File: config.mk
export PLATFORM = sky130hd
export DESIGN_NAME = div_seq
export DESIGN_NICKNAME = d
export VERILOG_FILES = /design/src/rtl/div_pkg.sv /design/src/rtl/div_step.sv /design/src/rtl/div_seq.sv
export SDC_FILE = /design/constraint.sdc
export NUM_CORES = 1
export LEC_CHECK = 0
export CAP_MARGIN = 15
export CELL_PAD_IN_SITES_DETAIL_PLACEMENT = 1
export CELL_PAD_IN_SITES_GLOBAL_PLACEMENT = 2
export CORE_AREA = 2 2 150 225
export DETAILED_ROUTE_END_ITERATION = 16
export DIE_AREA = 0 0 152 227
export PLACE_DENSITY = 0.85
export RECOVER_POWER = 25
export SYNTH_ARGS = -nofsm -noshare
export SYNTH_HDL_FRONTEND = slang
export SYNTH_SLANG_ARGS = --single-unit
File: constraint.sdc
create_clock -name clock -period 3.6 [get_ports clock]
set_input_delay 0.72 -clock clock [delete_from_list [all_inputs] [get_ports clock]]
set_output_delay 0.72 -clock clock [all_outputs]
set_load 0.02 [all_outputs]
File: src/rtl/div_pkg.sv
// rtl/div_pkg.sv - shared width, latency and state definitions for the sequential divider
package div_pkg;

    localparam int DIV_WIDTH   = 32;
    localparam int DIV_CNT_W   = $clog2(DIV_WIDTH);
    // start edge + DIV_WIDTH restoring steps + one sign-fix cycle
    localparam int DIV_LATENCY = DIV_WIDTH + 2;

    typedef enum logic [1:0] {
        IDLE = 2'd0,
        CALC = 2'd1,
        FIX  = 2'd2,
        DONE = 2'd3
    } div_state_e;

endpackage

File: src/rtl/div_step.sv
// rtl/div_step.sv - one combinational restoring-division iteration
//
// Ports:
//   rem, quo      partial remainder and quotient/dividend shift register
//   divisor       divisor magnitude
//   rem_next      partial remainder after this step
//   quo_next      shift register after this step, new quotient bit in [0]
module div_step #(
    parameter int WIDTH = 32
) (
    input  logic [WIDTH-1:0] rem,
    input  logic [WIDTH-1:0] quo,
    input  logic [WIDTH-1:0] divisor,
    output logic [WIDTH-1:0] rem_next,
    output logic [WIDTH-1:0] quo_next
);

    logic [WIDTH:0] shifted;
    logic [WIDTH:0] trial;

    always_comb begin
        // {rem, quo} << 1; the extra bit keeps the trial subtract from wrapping
        shifted = {rem, quo[WIDTH-1]};
        trial   = shifted - {1'b0, divisor};
        if (!trial[WIDTH]) begin
            rem_next = trial[WIDTH-1:0];
            quo_next = {quo[WIDTH-2:0], 1'b1};
        end else begin
            rem_next = shifted[WIDTH-1:0];
            quo_next = {quo[WIDTH-2:0], 1'b0};
        end
    end

endmodule

File: src/rtl/div_seq.sv
// rtl/div_seq.sv - sequential signed restoring divider (quotient on lo, remainder on hi)
//
// Optional feature macro: DIV_UNSIGNED_EN adds input is_unsigned for DIVU.
//
// Ports:
//   clock         system clock, rising edge
//   reset         synchronous active-high reset
//   start         request, sampled only in IDLE
//   dividend      A operand, captured on accepted start
//   divisor       B operand, captured on accepted start
//   is_unsigned   (DIV_UNSIGNED_EN only) treat operands as unsigned
//   hi            remainder, held until next completion
//   lo            quotient, held until next completion
//   busy          high whenever the FSM is not in IDLE
//   done          one-cycle completion pulse
//   div_zero      divisor was zero; valid with done, cleared on next accepted start
module div_seq
    import div_pkg::*;
#(
    parameter int WIDTH = DIV_WIDTH
) (
    input  logic             clock,
    input  logic             reset,
    input  logic             start,
    input  logic [WIDTH-1:0] dividend,
    input  logic [WIDTH-1:0] divisor,
`ifdef DIV_UNSIGNED_EN
    input  logic             is_unsigned,
`endif
    output logic [WIDTH-1:0] hi,
    output logic [WIDTH-1:0] lo,
    output logic             busy,
    output logic             done,
    output logic             div_zero
);

    localparam int CNT_W = $clog2(WIDTH);

    div_state_e state;
    div_state_e state_next;

    logic [WIDTH-1:0] rem;
    logic [WIDTH-1:0] quo;
    logic [WIDTH-1:0] dvsr;
    logic [WIDTH-1:0] rem_next;
    logic [WIDTH-1:0] quo_next;
    logic [CNT_W-1:0] cnt;
    logic             quo_neg;
    logic             rem_neg;

    logic             signed_op;
    logic             a_neg;
    logic             b_neg;
    logic [WIDTH-1:0] a_mag;
    logic [WIDTH-1:0] b_mag;
    logic             divisor_zero;

`ifdef DIV_UNSIGNED_EN
    assign signed_op = ~is_unsigned;
`else
    assign signed_op = 1'b1;
`endif

    // Magnitudes stay unsigned WIDTH bits, so the most negative value maps to 2^(WIDTH-1)
    assign a_neg        = signed_op & dividend[WIDTH-1];
    assign b_neg        = signed_op & divisor[WIDTH-1];
    assign a_mag        = a_neg ? (~dividend + 1'b1) : dividend;
    assign b_mag        = b_neg ? (~divisor + 1'b1) : divisor;
    assign divisor_zero = (divisor == '0);

    div_step #(.WIDTH(WIDTH)) u_step (
        .rem      (rem),
        .quo      (quo),
        .divisor  (dvsr),
        .rem_next (rem_next),
        .quo_next (quo_next)
    );

    always_ff @(posedge clock) begin
        if (reset) begin
            state <= IDLE;
        end else begin
            state <= state_next;
        end
    end

    always_comb begin
        state_next = state;
        busy       = 1'b0;
        done       = 1'b0;
        case (state)
            IDLE: begin
                if (start) begin
                    state_next = divisor_zero ? DONE : CALC;
                end
            end
            CALC: begin
                busy = 1'b1;
                if (cnt == '0) begin
                    state_next = FIX;
                end
            end
            FIX: begin
                busy       = 1'b1;
                state_next = DONE;
            end
            DONE: begin
                busy       = 1'b1;
                done       = 1'b1;
                state_next = IDLE;
            end
            default: state_next = IDLE;
        endcase
    end

    always_ff @(posedge clock) begin
        if (reset) begin
            rem      <= '0;
            quo      <= '0;
            dvsr     <= '0;
            cnt      <= '0;
            quo_neg  <= 1'b0;
            rem_neg  <= 1'b0;
            hi       <= '0;
            lo       <= '0;
            div_zero <= 1'b0;
        end else begin
            case (state)
                IDLE: begin
                    if (start) begin
                        if (divisor_zero) begin
                            // hi/lo intentionally left holding the previous result
                            div_zero <= 1'b1;
                        end else begin
                            rem      <= '0;
                            quo      <= a_mag;
                            dvsr     <= b_mag;
                            quo_neg  <= a_neg ^ b_neg;
                            rem_neg  <= a_neg;
                            cnt      <= CNT_W'(WIDTH - 1);
                            div_zero <= 1'b0;
                        end
                    end
                end
                CALC: begin
                    rem <= rem_next;
                    quo <= quo_next;
                    cnt <= cnt - 1'b1;
                end
                FIX: begin
                    lo <= quo_neg ? (~quo + 1'b1) : quo;
                    hi <= rem_neg ? (~rem + 1'b1) : rem;
                end
                default: ;
            endcase
        end
    end

endmodule

==> results.tsv <==
stage	metric	value	unit
setup_path	cp.required	3.92	ns
cells_and_area	antenna_cells	0	
clocking	cts_buffers	17	
synthesis	seq_area_frac_synth	32.0	%
sta	rsz0062_at_grt	false	
place	postPlaceCellArea	12900	µm²
setup_path	slowest_stage	or4_4	
detailed_routing	vias_per_cell	5.39	
sta	skew	0.0101	ns
pwr	p_per_area	658	nW/µm²
detailed_routing	drtAntennaViolNets	0	
sta	hold_violations	0	
setup_path	path_max_fanout	8	
cells_and_area	post-route-util	41.4	%
detailed_routing	drc_errors	0	
synthesis	async_flop_share	0	%
pwr	finalPower	8.86	mW
status	status	finished, violations left	
sta	fmax	299	MHz
sta	relSlewSlack	-34.8	%
clocking	cts_resized	0	
detailed_routing	wire_per_inst	18.8	µm
setup_path	critical_path_class	flip-flop to flip-flop	
cells_and_area	syn2layout_area_growth	26.6	%
synthesis	dominantRegCellSynth	dfxtp_1	
setup_path	path_cells	or4_4 > nor4_4 > and2b_1 > nand4_1 > or4_1 > or4_1 > o31ai_1 > xor2_1 > o21ai_1	
global_route	grt_pass1_vias	10927	
floorplan	coreArea	32500	µm²
clocking	cts_tree	yes	
place	gp_congestion	0.878	
global_route	grt_antenna_before_repair	0	
setup_path	r2r-start	rem[6]	
clocking	clk_pin_slew	0.07	ns
global_route	overflow	0	
sta	finalSetupTns	0	ns
pwr	vdd_drop_max	0.371	mV
floorplan	fp.dieArea	34500	µm²
synthesis	yosysUniqueCellTypes	70	
global_route	use_met2	45.1	%
global_route	grt_util_met1	18.6	%
synthesis	synth_fp_nets	1448	
setup_path	slowest_delay	0.62	ns
clocking	cts-root-buf	clkbuf_16	
worst_hold_path	hp-start	lo[30]	
pwr	power_leakage	5.31	nW
global_route	grtUsageMet3	2.70	%
clocking	postCtsHoldBufs	0	
clocking	insertion_delay	0.45	ns
sta	slew_violations	52	
setup_path	start_kind	flip-flop	
sta	period_minus_slack	3.34	ns
detailed_routing	drt_wl_total	35.9	mm
synthesis	ys.warnings.count	0	
synthesis	syn_area	10600	µm²
setup_path	end_kind	flip-flop	
detailed_routing	firstDrtPassIters	5	
detailed_routing	num_vias	10316	
synthesis	syn-mean-instance-area	7.96	µm²
cells_and_area	fin_nets	1596	
detailed_routing	dr.first_iter.drc_count	499	
floorplan	rows	81	
sta	finalSetupViolCount	0	
sta	tightest_slew	2.02	ns
place	portBuffers	133	
setup_path	crit_start	rem[6]	
clocking	post_cts_buffers	0	
floorplan	fp.dieW	152	µm
worst_hold_path	hold_class	flip-flop to flip-flop	
floorplan	initial_utilization	32.7	%
place	dp_hpwl	28.2	mm
synthesis	synth_edf_count	0	
cells_and_area	drive_above_1_share	9.55	%
cells_and_area	final_cells	1913	
global_route	grt_start_max_net_pins	58	
clocking	clock-sinks	170	
synthesis	ys_seq_elements	170	
floorplan	io_pins	134	
clocking	htree_levels	4	
clocking	cts_buffer_depth	2	
global_route	busiest_layer	met2	
sta	finalCritPeriodShare	92.9	%
global_route	grt_pass1_wl	57.2	mm
global_route	grt_use_total	20.8	%
floorplan	die_h	227	µm
cells_and_area	final_area	13500	µm²
status	violations	max-capacitance violations, max-slew violations	
job	max_cap_violations	1	
setup_path	cp_data_arrival_time	3.66	ns
place	place_inst	1880	
setup_path	timing.critical_path.mode_cell	or4_1	
synthesis	synth_cells	1337	
==> flip-flops by register name, indices dropped and copies added (netlist names) <==
signal	cells
state	2
hi	32
quo	32
quo_neg	1
dvsr	32
rem_neg	1
cnt	5
rem	32
lo	32
div_zero	1
==> cell usage in the layout (no fill, tap or decap), drive strengths merged, types with 63 or more instances in the layout <==
master	instances
a211oi	87
a21oi	65
buf	80
clkdlybuf4s50	102
dfxtp	170
inv	63
nand2	128
nand3	72
nor2	148
o21ai	72
xor2	90
==> cell type report <==
cell class / count / area, µm²
clock buffer: 17 / 425
clock inverter: 15 / 178
fill: 3927 / 19100
inverter: 54 / 203
multi-input combinational: 1028 / 6730
sequential: 170 / 3400
tap: 415 / 519
timing repair buffer: 214 / 2010
==> critical path, delay by kind of cell (launching register included) <==
family	cells	cell delay, ns
and+or+nand+nor	6	2.22
xor gates and xnor gates	1	0.22
DFF	1	0.41
AOI/OAI and AO/OA	2	0.35
==> worst paths after layout <==
path,slack [ns],to,cells after the start
max,0.26,hi[29],9
min,0.45,lo[30],2
max reg2reg,0.26,hi[29],9
min reg2reg,0.45,lo[30],2
==> power breakdown <==
part	switching [mW]	internal, mW
logic	2.44	1.72
registers	0.428	2.35
clock network	0.874	1.05
total	3.74	5.12
==> stage by stage <==
| step | worst slack [ns] | hold slack, ns |
|---|---|---|
| 4_1_cts | 0.246 | 0.461 |
| 3_5_place_dp | -0.0831 | 0.450 |
| 3_3_place_gp | -0.0726 | 0.443 |
| 6_report | 0.255 | 0.453 |
| 2_1_floorplan | 0.376 | 0.440 |
| 5_1_grt | 0.0153 | 0.486 |
==> cells in the mapped netlist (17+ instances only) <==
master    count  area, µm²
o31ai_1      35        263
clkbuf_1     68        255
nand3_1      71        355
o21ai_0      54        270
a21o_1       18        135
o21ai_1      17       85.1
inv_1        54        203
xor2_1       90        788
xnor2_1      60        526
o41ai_1      17        149
nor2_1      147        552
ha_1         43        538
dfxtp_1     170       3400
nand2_1     128        480
a21oi_1      65        325
a211oi_1     87        653
==> kinds of logic after synthesis <==
family / share of synthesized area, %
flip-flops: 32.0
XOR/XNOR: 12.3
buffers and inverters: 5.02
adder cells (fa/ha/maj): 5.25
multiplexers: 0.659
AND/OR/NAND/NOR: 20.2
AO/OA/AOI/OAI: 24.5
==> per-layer routing <==
| layer | up-vias | wire (µm) |
|---|---|---|
| met5 | - | 0 |
| met4 | 0 | 1480 |
| met3 | 51 | 633 |
| met2 | 136 | 21400 |
| met1 | 5014 | 12300 |
| li1 | 5115 | - |
(Power assumes the default switching activity.)
